==> src/rtl/bit_cnt_sched.sv <==
`default_nettype none
// ============================================================================
// Module      : bit_cnt_sched
// Description : Round-robin scheduler that shares one combinational
//               population counter between NREQ valid/ready requesters.
//               A granted word is registered onto cnt_word and held for one
//               full cycle. The counter result is then captured and returned
//               with the requester ID on a valid/ready result port.
// Revision    : 1.0 - initial release
// ============================================================================
module bit_cnt_sched #(
  parameter int NREQ    = 4,
  parameter int BITS    = 64,
  parameter int OUTBITS = 7,
  parameter int IDW     = 2
) (
  input  logic                 clk,
  input  logic                 rst_n,
  input  logic [NREQ-1:0]      req_valid,
  output logic [NREQ-1:0]      req_ready,
  input  logic [NREQ*BITS-1:0] req_data,
  output logic [BITS-1:0]      cnt_word,
  input  logic [OUTBITS-1:0]   cnt_bits,
  output logic                 res_valid,
  input  logic                 res_ready,
  output logic [IDW-1:0]       res_id,
  output logic [OUTBITS-1:0]   res_bits
);

  // --------------------------------------------------------------------------
  // State encoding
  // --------------------------------------------------------------------------
  localparam logic [1:0] ST_IDLE  = 2'd0;
  localparam logic [1:0] ST_COUNT = 2'd1;
  localparam logic [1:0] ST_HOLD  = 2'd2;

  localparam logic [IDW:0]   NREQ_EXT = (IDW+1)'(NREQ);
  localparam logic [IDW-1:0] LAST_ID  = IDW'(NREQ - 1);

  // --------------------------------------------------------------------------
  // Registers and their next-state values
  // --------------------------------------------------------------------------
  logic [1:0]         state_q,     state_d;
  logic [IDW-1:0]     rr_ptr_q,    rr_ptr_d;
  logic [BITS-1:0]    cnt_word_q,  cnt_word_d;
  logic [IDW-1:0]     id_q,        id_d;
  logic               res_valid_q, res_valid_d;
  logic [IDW-1:0]     res_id_q,    res_id_d;
  logic [OUTBITS-1:0] res_bits_q,  res_bits_d;

  // --------------------------------------------------------------------------
  // Arbitration signals
  // --------------------------------------------------------------------------
  logic               grant_found;
  logic [IDW-1:0]     grant_idx;
  logic [IDW:0]       cand_ext;
  logic               issue_en;
  logic               transfer;
  logic [NREQ-1:0]    req_ready_w;
  logic [BITS-1:0]    granted_word;
  logic [IDW-1:0]     next_ptr;

  // Round-robin search starting at rr_ptr; looks only at req_valid so the
  // grant never depends on any data word.
  always_comb begin
    grant_found = 1'b0;
    grant_idx   = '0;
    cand_ext    = '0;
    for (int k = 0; k < NREQ; k++) begin
      // rr_ptr + k is below 2*NREQ, so one conditional subtract wraps it
      cand_ext = {1'b0, rr_ptr_q} + (IDW+1)'(k);
      if (cand_ext >= NREQ_EXT) begin
        cand_ext = cand_ext - NREQ_EXT;
      end
      if (!grant_found && req_valid[cand_ext[IDW-1:0]]) begin
        grant_found = 1'b1;
        grant_idx   = cand_ext[IDW-1:0];
      end
    end
  end

  // Issue window: idle, or holding a result that is being consumed this
  // cycle (back-to-back issue). Forced closed while reset is asserted.
  always_comb begin
    issue_en = rst_n &&
               ((state_q == ST_IDLE) || ((state_q == ST_HOLD) && res_ready));
    transfer = issue_en && grant_found;
    req_ready_w = '0;
    if (transfer) begin
      req_ready_w[grant_idx] = 1'b1;
    end
  end

  // Select the granted word; unselected requesters never reach cnt_word, so
  // unknown values on their data lanes cannot propagate.
  always_comb begin
    granted_word = '0;
    for (int i = 0; i < NREQ; i++) begin
      if (grant_idx == IDW'(i)) begin
        granted_word = req_data[i*BITS +: BITS];
      end
    end
  end

  // Pointer moves just past the winner, wrapping from the last requester to 0.
  always_comb begin
    if (grant_idx == LAST_ID) begin
      next_ptr = '0;
    end else begin
      next_ptr = grant_idx + IDW'(1);
    end
  end

  // Scheduler FSM next-state and datapath register updates.
  always_comb begin
    state_d     = state_q;
    rr_ptr_d    = rr_ptr_q;
    cnt_word_d  = cnt_word_q;
    id_d        = id_q;
    res_valid_d = res_valid_q;
    res_id_d    = res_id_q;
    res_bits_d  = res_bits_q;

    case (state_q)
      ST_IDLE: begin
        if (transfer) begin
          cnt_word_d = granted_word;
          id_d       = grant_idx;
          rr_ptr_d   = next_ptr;
          state_d    = ST_COUNT;
        end
      end

      ST_COUNT: begin
        // cnt_word has been stable for a full cycle; sample the counter.
        res_bits_d  = cnt_bits;
        res_id_d    = id_q;
        res_valid_d = 1'b1;
        state_d     = ST_HOLD;
      end

      ST_HOLD: begin
        if (res_ready) begin
          res_valid_d = 1'b0;
          if (transfer) begin
            cnt_word_d = granted_word;
            id_d       = grant_idx;
            rr_ptr_d   = next_ptr;
            state_d    = ST_COUNT;
          end else begin
            state_d    = ST_IDLE;
          end
        end
      end

      default: begin
        state_d     = ST_IDLE;
        res_valid_d = 1'b0;
      end
    endcase
  end

  // State and datapath registers; reset discards any in-flight or held work.
  always_ff @(posedge clk or negedge rst_n) begin
    if (!rst_n) begin
      state_q     <= ST_IDLE;
      rr_ptr_q    <= '0;
      cnt_word_q  <= '0;
      id_q        <= '0;
      res_valid_q <= 1'b0;
      res_id_q    <= '0;
      res_bits_q  <= '0;
    end else begin
      state_q     <= state_d;
      rr_ptr_q    <= rr_ptr_d;
      cnt_word_q  <= cnt_word_d;
      id_q        <= id_d;
      res_valid_q <= res_valid_d;
      res_id_q    <= res_id_d;
      res_bits_q  <= res_bits_d;
    end
  end

  assign req_ready = req_ready_w;
  assign cnt_word  = cnt_word_q;
  assign res_valid = res_valid_q;
  assign res_id    = res_id_q;
  assign res_bits  = res_bits_q;

endmodule
`default_nettype wire
==> config.mk <==
export PLATFORM = sky130hd
export DESIGN_NAME = bit_cnt_sched
export DESIGN_NICKNAME = d
export VERILOG_FILES = /design/src/rtl/bit_cnt_sched.sv
export SDC_FILE = /design/constraint.sdc
export NUM_CORES = 1
export LEC_CHECK = 0
export CAP_MARGIN = 20
export CORE_AREA = 4 4 133 135
export CTS_CLUSTER_DIAMETER = 60
export DETAILED_ROUTE_END_ITERATION = 16
export DIE_AREA = 0 0 137 139
export HOLD_SLACK_MARGIN = 0.06
export PLACE_DENSITY = 0.7
export SYNTH_ARGS = -nofsm -noshare
export SYNTH_HDL_FRONTEND = slang
export SYNTH_SLANG_ARGS = --single-unit
==> constraint.sdc <==
create_clock -name clk -period 3 [get_ports clk]
set_clock_uncertainty 0.15 [all_clocks]
set_input_delay 0.3 -clock clk [delete_from_list [all_inputs] [get_ports clk]]
set_output_delay 0.3 -clock clk [all_outputs]
set_load 0.05 [all_outputs]
### Yosys cells after proc, flatten, opt, wreduce, memory -nomap -nowiden

Cells that the tools add are included.

* flip-flop bits (word level): 80
* bits in latches: 0
* memory bits (writable): 0
* ROM bits: 0
* input port bits: 270
* output and inout bits: 78
* memories kept: 0

* add/sub/neg operators: 8
* $mul: 0
* divide/modulo/power cells: 0
* magnitude comparators: 10
* equal/unequal tests: 7
* shifts and indexed selects: 0
* muxes and demuxes: 43
* bitwise operators: 1
* reduce and logical (&&, ||, !) cells: 17

Operators with widths (count)
* $mux 64: 6
* $pmux 64 s2: 1
* $mux 2: 15
* $lt 2x3->1 const B: 5
* $mux 1: 11
* $ge 3x3->1 const B: 3
* $bmux 1 s2: 4
* $pmux 2 s2: 2
* $sub 2x1->2 const B: 4
* $logic_and 1x1->1: 7
* $add 2x2->3 const B: 2
* $eq 2x2->1 const B: 3
* $pmux 2 s3: 1
* $reduce_and 2->1: 3
* $eq 2x1->1 const B: 2
* $logic_not 2->1: 2
* $mux 4: 1
* $ne 2x2->1 const B: 2
* $add 2x1->3 const B: 1
* $ge 2x3->1 const B: 1
* $logic_not 1->1: 3
* $pmux 1 s3: 1
* $add 2x1->2 const B: 1
* $demux 1 s2: 1
* 4 further kinds: 4

### Depth between registers and ports, before layout

* depth after elaboration: 22
* mapped depth: 11
* depth with buffers taken out: 9

### Least setup slack after synthesis

Ideal clock, no wire load.

* path kind: register to output
* start point: register rr_ptr_q[0]
* end point: output port req_ready[3]
* data arrival time: 2.114 ns
* required time: 2.550 ns
* setup slack: 0.436 ns
* cell stages (with the launch flop): 8
* cells stage by stage: dfrtp_1 o22ai_1 o21ai_0 and2_1 ha_1 clkbuf_1 clkbuf_1 and2_1

* cells in the longest elaborated chain, start to end: 19
* elaborated cells between the ends (all ways): 44

Ends and longest elaborated chain
* start, declared: line 44 `logic [IDW-1:0] rr_ptr_q, rr_ptr_d;`
* start signal, assigned: line 175 `rr_ptr_q <= rr_ptr_d;`
* branches (longest 13 deep; another with $add 2x1->3)
* $mux 2 *: line 75 `if (!grant_found && req_valid[cand_ext[IDW-1:0]]) begin`
* named net grant_idx[0]: line 55 `logic [IDW-1:0] grant_idx;`
* $lt 2x3->1 (not written as such) or $ge 2x1->1 (tied branches): line 90 `req_ready_w[grant_idx] = 1'b1;`
* $logic_and 1x1->1 (not written as such): line 90
* $mux 1 (not written as such): line 90
* $demux 1 s2 *: line 90
* $mux 4 *: line 89 `if (transfer) begin`
* end, declared: line 20 `output logic [NREQ-1:0] req_ready,`

Mark *: on every way through the listed nets, which the timed path passes. The select of a mux whose other input is x is not followed.

### Worst setup path in the final report

* start point: input port req_valid[0]
* end point: output port req_ready[1]

* cells in the longest elaborated chain, start to end: 17
* elaborated cells between the ends (all ways): 29

Ends and longest elaborated chain
* start, declared: line 19 `input logic [NREQ-1:0] req_valid,`
* $bmux 1 s2: line 75
* $mux 1 (not written as such): line 75
* $mux 1: line 75
* $logic_not 1->1: line 75
* $logic_and 1x1->1: line 75
* $mux 1: line 75
* $logic_not 1->1: line 75
* $logic_and 1x1->1: line 75
* (+2 left out)
* $logic_and 1x1->1: line 75
* $mux 2 *: line 75
* named net grant_idx[0]: line 55
* $lt 2x3->1 (not written as such) or $ge 2x1->1 (tied branches): line 90
* $logic_and 1x1->1 (not written as such): line 90
* $mux 1 (not written as such): line 90
* $demux 1 s2 *: line 90
* $mux 4 *: line 89

Mark *: on every way through the listed nets, which the timed path passes. The rest lies on a longest branch. The select of a mux whose other input is x is not followed.

==> flow_results.xml <==
<?xml version="1.0" encoding="UTF-8"?>
<metrics>
  <group name="outcome">
    <metric name="outcome" unit="">completed</metric>
  </group>
  <group name="detailed_routing">
    <metric name="final_antenna_net_count" unit="">0</metric>
    <metric name="num_vias" unit="">5597</metric>
    <metric name="avgViaCountPerCell" unit="">5.01</metric>
    <metric name="remaining_drc_errors" unit="">0</metric>
    <metric name="first_iter_violations" unit="">216</metric>
    <metric name="drt-total-wl" unit="mm">19.8</metric>
    <metric name="detail_route.first_pass.iterations" unit="">5</metric>
    <metric name="avgRoutedWirePerCell" unit="µm">17.8</metric>
  </group>
  <group name="clocking">
    <metric name="clock_sinks" unit="">80</metric>
    <metric name="clock_tree_from_tritoncts" unit="">done</metric>
    <metric name="cts-buffers-inserted" unit="">9</metric>
    <metric name="count_of_buffers_added_by_post_cts_timing_repair_for_setup" unit="">0</metric>
    <metric name="cell_at_the_root_of_the_clock_tree" unit="">clkbuf_16</metric>
    <metric name="cts.htree.levels" unit="">3</metric>
    <metric name="path_clk_slew" unit="ns">0.06</metric>
    <metric name="clkLatencyLatePin" unit="ns">0.33</metric>
    <metric name="cts_buffer_depth" unit="">2</metric>
  </group>
  <group name="pwr">
    <metric name="cellLeakagePower" unit="nW">3.72</metric>
    <metric name="vdd.ir_drop.worst" unit="mV">0.491</metric>
    <metric name="share_comb_of_total_power" unit="%">67.3</metric>
    <metric name="powerDensity" unit="nW/µm²">1000</metric>
    <metric name="power.switching" unit="W">0.00441</metric>
    <metric name="intPower" unit="W">0.00467</metric>
    <metric name="seq_power_share" unit="%">21.0</metric>
    <metric name="clock_power_share" unit="%">11.7</metric>
    <metric name="power_switching_share" unit="%">48.6</metric>
  </group>
  <group name="place">
    <metric name="gp_routability_congestion" unit="">0.808</metric>
    <metric name="placedCellCount" unit="">1100</metric>
    <metric name="total_half_perimeter_wirelength_after_legalization_and_detailed_placement" unit="mm">15.0</metric>
    <metric name="port-buffer-count" unit="">347</metric>
  </group>
  <group name="sta">
    <metric name="max_freq" unit="MHz">359</metric>
    <metric name="timing.final.crit_share" unit="%">92.8</metric>
    <metric name="max_slew_headroom" unit="%">39.1</metric>
    <metric name="final_hold_viols" unit="">0</metric>
    <metric name="rsz0062_at_grt" unit="">no</metric>
    <metric name="fin_crit" unit="ns">2.78</metric>
    <metric name="timing_max_transition_violations_final" unit="">0</metric>
    <metric name="timing_worst_slew_pin_value" unit="ns">0.912</metric>
    <metric name="finalSetupViolCount" unit="">0</metric>
    <metric name="totalNegativeSetupSlack" unit="ns">0</metric>
  </group>
  <group name="die">
    <metric name="die_h" unit="µm">139</metric>
    <metric name="ios" unit="">348</metric>
    <metric name="start_util" unit="%">29.7</metric>
    <metric name="die_area" unit="µm²">19000</metric>
    <metric name="die-width" unit="µm">137</metric>
    <metric name="design.core.area" unit="µm²">16500</metric>
    <metric name="placement_rows" unit="">47</metric>
  </group>
  <group name="finish">
    <metric name="insertedDiodeCount" unit="">0</metric>
    <metric name="fin_nets" unit="">1166</metric>
    <metric name="filler_cell_count" unit="">1514</metric>
    <metric name="drive_above_1_share" unit="%">6.47</metric>
    <metric name="syn_to_final_growth" unit="%">84.5</metric>
    <metric name="final_cells" unit="">1117</metric>
  </group>
  <group name="setup_path">
    <metric name="path_cells" unit="">clkdlybuf4s50_1, inv_1, o22ai_1, o21ai_1, and2_1, ha_2, buf_12, and2_1, buf_12</metric>
    <metric name="timing.setup.critical_path_class" unit="">input pin to primary output</metric>
    <metric name="critPathRequiredTime" unit="ns">2.55</metric>
    <metric name="timing.critical_path.to_type" unit="">primary output</metric>
    <metric name="critical_path_start_type" unit="">input pin</metric>
    <metric name="timing.critical_path.arrival" unit="ns">2.33</metric>
    <metric name="crit_fanout" unit="">51</metric>
    <metric name="worst_path_max_delay_cell" unit="">clkdlybuf4s50_1</metric>
    <metric name="worst_path_largest_cell_delay" unit="ns">0.46</metric>
  </group>
  <group name="synth">
    <metric name="main_combinational_cell_family_by_area_after_synthesis" unit="">compound AO/OA/AOI/OAI gates</metric>
    <metric name="syn_avg_cell_area" unit="µm²">8.57</metric>
    <metric name="synth_seq_cells" unit="">80</metric>
    <metric name="synthAdderAreaFrac" unit="%">1.02</metric>
    <metric name="synth_simple_gate_area_share" unit="%">12.0</metric>
    <metric name="synthXorXnorAreaFrac" unit="%">0</metric>
    <metric name="cells_after_synth" unit="">571</metric>
    <metric name="synth_cell_type_count" unit="">28</metric>
    <metric name="post_syn_nets" unit="">845</metric>
    <metric name="synth.yosys.seq_area_share" unit="%">40.9</metric>
    <metric name="synthesized_area_fraction_occupied_by_ao_oa_aoi_and_oai_cells" unit="%">32.7</metric>
    <metric name="synthesis.area" unit="µm²">4900</metric>
    <metric name="synth-warning-count" unit="">0</metric>
    <metric name="yosys-mux-area-fraction" unit="%">2.53</metric>
  </group>
  <group name="global_route">
    <metric name="grt_use_total" unit="%">19.8</metric>
    <metric name="grt_pass1_wl" unit="mm">29.8</metric>
    <metric name="via_count_of_the_first_global_routing_pass" unit="">5400</metric>
    <metric name="antenna_violations_before_repair" unit="">0</metric>
    <metric name="globalRouteOverflowTotal" unit="">0</metric>
    <metric name="grt_start_max_net_pins" unit="">56</metric>
  </group>
  <group name="job">
    <metric name="max_cap_viol_count" unit="">0</metric>
  </group>
  <group name="worst_hold_path">
    <metric name="holdCritPathClass" unit="">register to register</metric>
  </group>
</metrics>
## worst max-delay path: cells and delay by family
family          cells  cell delay [ns]
buf+inv             4             0.98
simple gates        2             0.47
compound gates      2             0.29
fa+ha+maj           1             0.27
## stage by stage
step / hold slack (ns) / cell area, µm² / worst slack, ns / power, W / utilization [%]
2_1_floorplan: -0.146 / 4900 / 0.436 / 0.00582 / -
3_3_place_gp: 0.236 / 8740 / 0.114 / 0.00803 / 53.1
3_5_place_dp: 0.246 / 8740 / 0.0456 / 0.00808 / 53.1
4_1_cts: 0.356 / 9030 / 0.118 / 0.00918 / 54.8
5_1_grt: 0.371 / 9030 / 0.0730 / 0.00963 / 54.8
6_report: 0.345 / 9030 / 0.216 / 0.00907 / 54.8
## placed cells by master (no fill, tap or decap), drive strengths merged
master         instances
ha                     4
buf                   25
dlygate4sd3            1
nor3b                  1
o22ai                  1
nor4                   1
mux2                  11
clkinv                 4
nor2b                  4
a211o                 63
a32o                   1
a21oi                  4
dfrtp                 80
o21ai                  3
o22a                   1
a31oi                 64
or2                    1
a21o                   2
clkbuf                10
nor4b                  1
a221oi                63
inv                   69
nor2                  67
clkinvlp               1
o21a                   1
and2                   5
clkdlybuf4s50        342
nand2                 65
o221ai                 1
a22oi                  1
## per-layer routing
metal	track usage (%)	share of wire, %	routed length, µm
met3	5.73	9.0	1790
met2	34.9	51	10100
met5	0	0	0
met1	22.9	38	7500
met4	6.46	2.2	429
## kinds of logic after synthesis
logic type	count (synthesis)
AOI/OAI and AO/OA	205
and+or+nand+nor	145
buffers and inverters	126
DFF	80
muxes	11
adders and majority gates	4
## state kept, by name, indices dropped and copies added, names as in the netlist
signal,flops
id_q,2
res_valid,1
cnt_word,64
res_bits,7
res_id,2
rr_ptr_q,2
state_q,2
## synthesized netlist by cell type
| cell type | count | area share (%) |
|---|---|---|
| a21o_1 | 2 | 0.31 |
| buf_1 | 1 | 0.077 |
| o22a_1 | 1 | 0.18 |
| a31oi_1 | 64 | 8.2 |
| ha_1 | 4 | 1.0 |
| a21oi_1 | 4 | 0.41 |
| o22ai_1 | 1 | 0.13 |
| nor4_1 | 1 | 0.13 |
| or2_2 | 1 | 0.13 |
| a221oi_1 | 63 | 11 |
| dfrtp_1 | 80 | 41 |
| o221ai_1 | 1 | 0.18 |
| buf_2 | 22 | 2.2 |
| mux2_2 | 11 | 2.5 |
| nor2_1 | 67 | 5.1 |
| nor3b_1 | 1 | 0.15 |
| o21ai_0 | 3 | 0.31 |
| and2_1 | 5 | 0.64 |
| buf_4 | 8 | 1.2 |
| nor2b_1 | 4 | 0.51 |
| a22oi_1 | 1 | 0.15 |
| clkbuf_1 | 27 | 2.1 |
| o21a_1 | 1 | 0.15 |
| nand2_1 | 65 | 5.0 |
| a32o_1 | 1 | 0.20 |
| a211o_1 | 63 | 11 |
| inv_1 | 68 | 5.2 |
| nor4b_2 | 1 | 0.31 |
## power groups by stage
stage / clock network (W) / registers (W) / logic (W)
detailed placement: 0 / 0.00193 / 0.00616
finish: 0.00106 / 0.00191 / 0.00611
floorplan: 0 / 0.00365 / 0.00217
CTS: 0.00109 / 0.00191 / 0.00617
global route: 0.00114 / 0.00199 / 0.00650
global placement: 0 / 0.00191 / 0.00612
## final cells by class
| cell class | count | area (µm²) | share of cell area (%) |
|---|---|---|---|
| Multi-Input combinational cell | 365 | 2410 | 26.7 |
| Clock inverter | 6 | 43.8 | 0.485 |
| Timing Repair Buffer | 368 | 3810 | 42.2 |
| Clock buffer | 10 | 239 | 2.65 |
| Tap cell | 220 | 275 | 3.05 |
| Inverter | 68 | 255 | 2.83 |
| Sequential cell | 80 | 2000 | 22.2 |
## final timing paths
kind                               from      endpoint  slack, ns  depth (start not counted)
max                        req_valid[0]  req_ready[1]       0.22                          9
min                           res_valid     res_valid       0.34                          1
max reg2reg                 rr_ptr_q[1]   cnt_word[6]       0.57                         10
min reg2reg                   res_valid     res_valid       0.34                          1
max in group asynchronous         rst_n  cnt_word[51]       1.20                          4
min in group asynchronous         rst_n       id_q[0]       0.44                          3
## what timing repair did
item                                    in CTS  in global routing
endpoints found under the hold margin       34                  0
resized for setup                            0                  1
hold buffers                                 1                  0
endpoints found under the setup margin       0                  1
Power figures use the tool's default switching activity.
